--- src/rtl/hazard3_hart_reset_ctrl_pkg.sv ---
// Shared definitions for the Hazard3 per-hart reset sequencer:
// the hart FSM state encoding and the counter sizing helper.
package hazard3_hart_reset_ctrl_pkg;

   localparam int MAX_HARTS = 32;

   localparam logic [1:0] ST_RUN     = 2'd0;
   localparam logic [1:0] ST_HOLD    = 2'd1;
   localparam logic [1:0] ST_RELEASE = 2'd2;

   // One counter serves both the hold and the stagger phase, so it must
   // cover the longer of the two terminal counts.
   function automatic int cnt_width(input int reset_cycles, input int max_release);
      int longest;
      int width;
      longest = (reset_cycles > max_release) ? reset_cycles : max_release;
      width   = $clog2(longest + 1);
      return (width < 1) ? 1 : width;
   endfunction

endpackage

--- src/rtl/hazard3_hart_reset_ctrl_if.sv ---
// Request/status bundle between the debug module and the hart reset
// sequencer. The master raises requests, the slave drives the CPU resets.
interface hazard3_hart_reset_ctrl_if #(
   parameter int N_HARTS = 2
);

   logic               sys_reset_req;
   logic [N_HARTS-1:0] hart_reset_req;
   logic [N_HARTS-1:0] hart_rst_n;
   logic [N_HARTS-1:0] hart_reset_done;
   logic               sys_reset_done;

   modport master (
      output sys_reset_req,
      output hart_reset_req,
      input  hart_rst_n,
      input  hart_reset_done,
      input  sys_reset_done
   );

   modport slave (
      input  sys_reset_req,
      input  hart_reset_req,
      output hart_rst_n,
      output hart_reset_done,
      output sys_reset_done
   );

endinterface

--- src/rtl/hazard3_hart_reset_fsm.sv ---
// Reset sequencer for a single hart: holds reset for a minimum length,
// then waits out this hart's stagger delay before letting the CPU run.
module hazard3_hart_reset_fsm
   import hazard3_hart_reset_ctrl_pkg::*;
#(
   parameter int RESET_CYCLES   = 4,
   parameter int RELEASE_CYCLES = 0,
   parameter int CNT_W          = cnt_width(RESET_CYCLES, RELEASE_CYCLES)
) (
   input  logic clk,
   input  logic rst,
   input  logic req,
   output logic rst_n,
   output logic done
);

   localparam logic [CNT_W-1:0] HOLD_LAST = CNT_W'(RESET_CYCLES - 1);
   localparam logic [CNT_W-1:0] REL_LAST  =
      CNT_W'((RELEASE_CYCLES > 0) ? RELEASE_CYCLES - 1 : 0);

   logic [1:0]       state;
   logic [1:0]       state_nxt;
   logic [CNT_W-1:0] cnt;
   logic [CNT_W-1:0] cnt_nxt;

   // The hold count saturates rather than restarting, so a long request
   // simply extends the hold until it drops.
   always_comb begin
      state_nxt = state;
      cnt_nxt   = cnt;
      case (state)
         ST_RUN: begin
            if (req) begin
               state_nxt = ST_HOLD;
               cnt_nxt   = '0;
            end
         end
         ST_HOLD: begin
            if (cnt != HOLD_LAST) begin
               cnt_nxt = cnt + 1'b1;
            end
            if (!req && cnt == HOLD_LAST) begin
               if (RELEASE_CYCLES > 0) begin
                  state_nxt = ST_RELEASE;
                  cnt_nxt   = '0;
               end else begin
                  state_nxt = ST_RUN;
               end
            end
         end
         ST_RELEASE: begin
            // A new request outranks the release that would happen this cycle.
            if (req) begin
               state_nxt = ST_HOLD;
               cnt_nxt   = '0;
            end else if (cnt == REL_LAST) begin
               state_nxt = ST_RUN;
            end else begin
               cnt_nxt = cnt + 1'b1;
            end
         end
         default: begin
            state_nxt = ST_HOLD;
            cnt_nxt   = '0;
         end
      endcase
   end

   always_ff @(posedge clk) begin
      if (rst) begin
         state <= ST_HOLD;
         cnt   <= '0;
         rst_n <= 1'b0;
      end else begin
         state <= state_nxt;
         cnt   <= cnt_nxt;
         rst_n <= (state_nxt == ST_RUN);
      end
   end

   // The request term is deliberately combinational so done never lags a new request.
   assign done = (state == ST_RUN) & ~req;

endmodule

--- src/rtl/hazard3_hart_reset_ctrl.sv ---
// N-hart reset sequencer: merges the system and per-hart requests and
// runs one staggered reset FSM per hart.
module hazard3_hart_reset_ctrl
   import hazard3_hart_reset_ctrl_pkg::*;
#(
   parameter int N_HARTS        = 2,
   parameter int RESET_CYCLES   = 4,
   parameter int STAGGER_CYCLES = 0
) (
   input  logic                      clk,
   input  logic                      rst,
   hazard3_hart_reset_ctrl_if.slave  bus
);

   localparam int CNT_W = cnt_width(RESET_CYCLES, STAGGER_CYCLES * (N_HARTS - 1));

   if (N_HARTS < 1 || N_HARTS > MAX_HARTS) begin : g_bad_n_harts
      $error("hazard3_hart_reset_ctrl: N_HARTS must be in 1..32");
   end
   if (RESET_CYCLES < 1) begin : g_bad_reset_cycles
      $error("hazard3_hart_reset_ctrl: RESET_CYCLES must be at least 1");
   end
   if (STAGGER_CYCLES < 0) begin : g_bad_stagger
      $error("hazard3_hart_reset_ctrl: STAGGER_CYCLES must not be negative");
   end

   logic [N_HARTS-1:0] req;
   logic [N_HARTS-1:0] rst_n_vec;
   logic [N_HARTS-1:0] done_vec;

   assign req = {N_HARTS{bus.sys_reset_req}} | bus.hart_reset_req;

   for (genvar i = 0; i < N_HARTS; i++) begin : g_hart
      hazard3_hart_reset_fsm #(
         .RESET_CYCLES   (RESET_CYCLES),
         .RELEASE_CYCLES (STAGGER_CYCLES * i),
         .CNT_W          (CNT_W)
      ) u_fsm (
         .clk   (clk),
         .rst   (rst),
         .req   (req[i]),
         .rst_n (rst_n_vec[i]),
         .done  (done_vec[i])
      );
   end

   assign bus.hart_rst_n      = rst_n_vec;
   assign bus.hart_reset_done = done_vec;
   assign bus.sys_reset_done  = (&done_vec) & ~bus.sys_reset_req;

endmodule
--- src/flat_wrapper.sv ---
// flat-port wrapper written by rule: the top's interface ports become plain ports
module hazard3_hart_reset_ctrl_flat import hazard3_hart_reset_ctrl_pkg::*;
#(
   parameter int N_HARTS        = 2,
   parameter int RESET_CYCLES   = 4,
   parameter int STAGGER_CYCLES = 0
)
  (clk, rst, bus_sys_reset_req, bus_hart_reset_req, bus_hart_rst_n, bus_hart_reset_done, bus_sys_reset_done);
  hazard3_hart_reset_ctrl_if #(.N_HARTS(N_HARTS)) bus_i ();
  input  logic clk;
  input  logic rst;
  input wire logic [$bits(bus_i.sys_reset_req)-1:0] bus_sys_reset_req;
  input wire logic [$bits(bus_i.hart_reset_req)-1:0] bus_hart_reset_req;
  output wire logic [$bits(bus_i.hart_rst_n)-1:0] bus_hart_rst_n;
  output wire logic [$bits(bus_i.hart_reset_done)-1:0] bus_hart_reset_done;
  output wire logic [$bits(bus_i.sys_reset_done)-1:0] bus_sys_reset_done;
  assign bus_i.sys_reset_req = bus_sys_reset_req;
  assign bus_i.hart_reset_req = bus_hart_reset_req;
  assign bus_hart_rst_n = bus_i.hart_rst_n;
  assign bus_hart_reset_done = bus_i.hart_reset_done;
  assign bus_sys_reset_done = bus_i.sys_reset_done;
  hazard3_hart_reset_ctrl #(.N_HARTS(N_HARTS), .RESET_CYCLES(RESET_CYCLES), .STAGGER_CYCLES(STAGGER_CYCLES)) u_core (.clk(clk), .rst(rst), .bus(bus_i));
endmodule
--- config.mk ---
export PLATFORM = sky130hd
export DESIGN_NAME = hazard3_hart_reset_ctrl_flat
export DESIGN_NICKNAME = d
export VERILOG_FILES = /design/src/rtl/hazard3_hart_reset_ctrl_pkg.sv /design/src/rtl/hazard3_hart_reset_ctrl_if.sv /design/src/rtl/hazard3_hart_reset_fsm.sv /design/src/rtl/hazard3_hart_reset_ctrl.sv /design/src/flat_wrapper.sv
export SDC_FILE = /design/constraint.sdc
export NUM_CORES = 1
export LEC_CHECK = 0
export CORE_MARGIN = 5
export CORE_UTILIZATION = 50
export DETAILED_ROUTE_END_ITERATION = 12
export GPL_ROUTABILITY_DRIVEN = 0
export PLACE_DENSITY = 0.78
export SLEW_MARGIN = 30
export SYNTH_ARGS = -nofsm -noshare
export SYNTH_HDL_FRONTEND = slang
export SYNTH_HIERARCHICAL = 1
export SYNTH_SLANG_ARGS = --single-unit
--- constraint.sdc ---
create_clock -name clk -period 1.9 [get_ports clk]
set_input_delay 0.38 -clock clk [delete_from_list [all_inputs] [get_ports clk]]
set_output_delay 0.38 -clock clk [all_outputs]
set_load 0.05 [all_outputs]
==> results.md <==
- Critical path arrival: 1.43 ns
- Crit-path cells: inv_1 > ha_1 > nor2b_4 > and3b_2 > buf_12
- CP startpoint kind: flip-flop
- Seq/Total Area, Yosys: 0.277
- Final WL: 1.84 mm
- Antenna cell count: 0
- Gr ovfl total: 0
- DP Worst Slack: -0.136 ns
- I/O pin total: 10
- Core Area: roughly 1700 sq um
- Largest net degree at the start of global routing: 9
- Post-layout min period: between 1.5 and 2 ns
- Hold slack: between 0.4 and 0.5 ns
- Post-synth ARST share: 0
- Run status: completed
- DRC: 0
- Post-synth cell types: 32
- Sink Count: 12
- Tightest Pin Transition: roughly 0.49 ns
- Synth top area share: 0.277
- CTS clk-pin slew, worst paths: 0.07 ns
- Root buf cell: clkbuf_4
- Crit-path leading delay family: flip-flops
- Fin crit share: 0.955
- CP Buf/Inv Count: 2
- Die X: ~52 um
- Fmax: 551 MHz
- Vias in the first global route: 792
- PwrDens: 879 nW/um^2
- Skew final: 0.00221 ns
- Max-cap violations: 0
- First-pass GRT wire length: approximately 3.2 mm
- Final Core Density: 0.673
- Die ar.: approximately 2700 sq um
- Critical Path Fanout Max: 5
- Worst-skew pair later-pin latency: between 0.2 and 0.3 ns
- Relative slew slack: 0.672
- Final setup violation count: 0
- # port buffers: 9
- RSZ-0062 raised after global routing: false
- Longest Clk Path Bufs: 2
- Synth area leader: dfxtp_1
- HPWL Detailed: 1.45 mm
- Pleak: 0.503 nW
- Initial drt markers: 21
- Setup CP Type: reg2out
- # rows: 15
- Setup crit end kind: output pin
- Largest cells by area after synthesis: dfxtp_1, ha_1, inv_1
- Post-synth top cells: ha_1, dfxtp_1, inv_1, nand2_1
- Ys flop type: dfxtp_1
- Vias post-DR: 754
- CP required: about 1.5 ns
- Syn. warnings: 6
- Worst path max stage delay: between 0.3 and 0.4 ns
- #FFs+latches synth: 12
- GRT Util Overall: 0.157
- # hold bufs at CTS: 0
- Vias/cell: ~5.7
- Syn Area/Cell: around 9 sq um
- CTS tree: built
- Die Span Y: between 50 and 60 um
- H-tree levels: 1
- Layout area overhead: 30.8%
- Mapped cell area: between 800 and 900 sq um
- Pins Over Slew Limit: 0
- Slowest CP cell: dfxtp_2
- Drt first pass iters: 4
- Mapped Cells: 94
- Initial antenna violation count: 0
- Final-stage net count: about 140
- Final Hold Viols: 0
- Cts bufs inserted: 3
- Synthesized Nets: between 100 and 150
- Worst hold path class: reg2reg
- Layout cells sized above 1: 0.267
- Mean routed wirelength per cell: ~14 um
- Cell with the most instances after synthesis: ha_1
- Final WS setup: between 0.08 and 0.09 ns
- Maximum VDD drop: approximately 610 uV
- Post-synth EDFFs: 0
- Post-route ant nets: 0
- Starting Density: 0.514
-- registers in the layout, summed over array words and instances, names as in the netlist --
name	flops
u_core/g_hart.u_fsm/cnt	6
u_core/g_hart.u_fsm/rst_n	2
u_core/g_hart.u_fsm/state	4
-- metal layers --
metal / vias to the layer above / wire [um] / global-route usage
li1: 375 / - / -
met1: 355 / 747 / 0.173
met2: 20 / 982 / 0.286
met3: 4 / 76 / 0.0258
met4: 0 / 31 / 0.0830
met5: - / 0 / 0
-- timing repair --
item / 4_1_cts / 5_1_grt
setup endpoints to repair: 2 / 1
gates resized for setup: 5 / 4
pin swaps: 3 / 1
buffers inserted: 2 / 0
-- logic make-up (layout without fill, tap and decap cells) --
kind of cell	count (synthesis)	after routing	share of synthesized area
buffers and inverters	12	34	0.0519
DFF	12	12	0.277
and+or+nand+nor	32	32	0.215
adders and majority gates	14	14	0.202
muxes	3	3	0.0346
AOI/OAI and AO/OA	21	21	0.220
-- final timing paths --
check | start | to | slack, ns | cells past startpoint
hold reg to reg | u_core/g_hart[0].u_fsm/cnt[0] | u_core/g_hart[0].u_fsm/cnt[0] | 0.49 | 2
setup / recovery | u_core/g_hart[0].u_fsm/state[1] | bus_sys_reset_done | 0.09 | 5
hold / removal | u_core/g_hart[0].u_fsm/cnt[0] | u_core/g_hart[0].u_fsm/cnt[0] | 0.49 | 2
setup reg to reg | u_core/g_hart[1].u_fsm/state[0] | u_core/g_hart[1].u_fsm/cnt[2] | 0.29 | 7
-- area by class of cell --
class / instances / area, sq um
clock buffers: 4 / 36.3
fillers: 122 / 553
inverters: 12 / 45.0
multi-input cells: 70 / 601
flip-flops and latches: 12 / 245
well taps: 17 / 21.3
repair buffers: 18 / 188
-- worst register-to-register path, delay by kind of cell, from the launching register on --
kind / cells / cell delay (ns)
and+or+nand+nor: 1 / 0.14
AOI/OAI and AO/OA: 3 / 0.61
DFF: 1 / 0.36
adders and majority gates: 1 / 0.22
buffers and inverters: 2 / 0.20
-- metrics by stage --
step / area [sq um] / power, W / cells / setup TNS [ns]
2_1_floorplan: 881 / 0.000670 / 94 / 0
3_3_place_gp: 1070 / 0.000768 / 127 / -0.264
3_5_place_dp: 1070 / 0.000800 / 127 / -0.455
4_1_cts: 1130 / 0.00101 / 133 / 0
5_1_grt: 1140 / 0.00108 / 133 / 0
6_report: 1140 / 0.000998 / 133 / 0
-- where the power goes --
part	switching, W	internal (W)	total, W
Combinational	0.000244	0.000207	0.000451
Sequential	0.0000408	0.000310	0.000351
Clock	0.0000796	0.000116	0.000196
Total	0.000364	0.000634	0.000998
-- cell usage in the layout, fill, tap and decap left out, drive strengths merged, types with 2 or more instances in the layout --
cell	count
dlygate4sd2	2
or2	2
o211ai	2
buf	12
ha	14
inv	12
a21oi	4
nor2b	5
nand2b	4
clkdlybuf4s50	3
and2	3
o21ai	2
dfxtp	12
o2111ai	3
clkbuf	4
nor2	4
nand2	7
mux2i	3
o31ai	3
o32ai	2
Note: power is estimated with default switching activity, not from simulation.
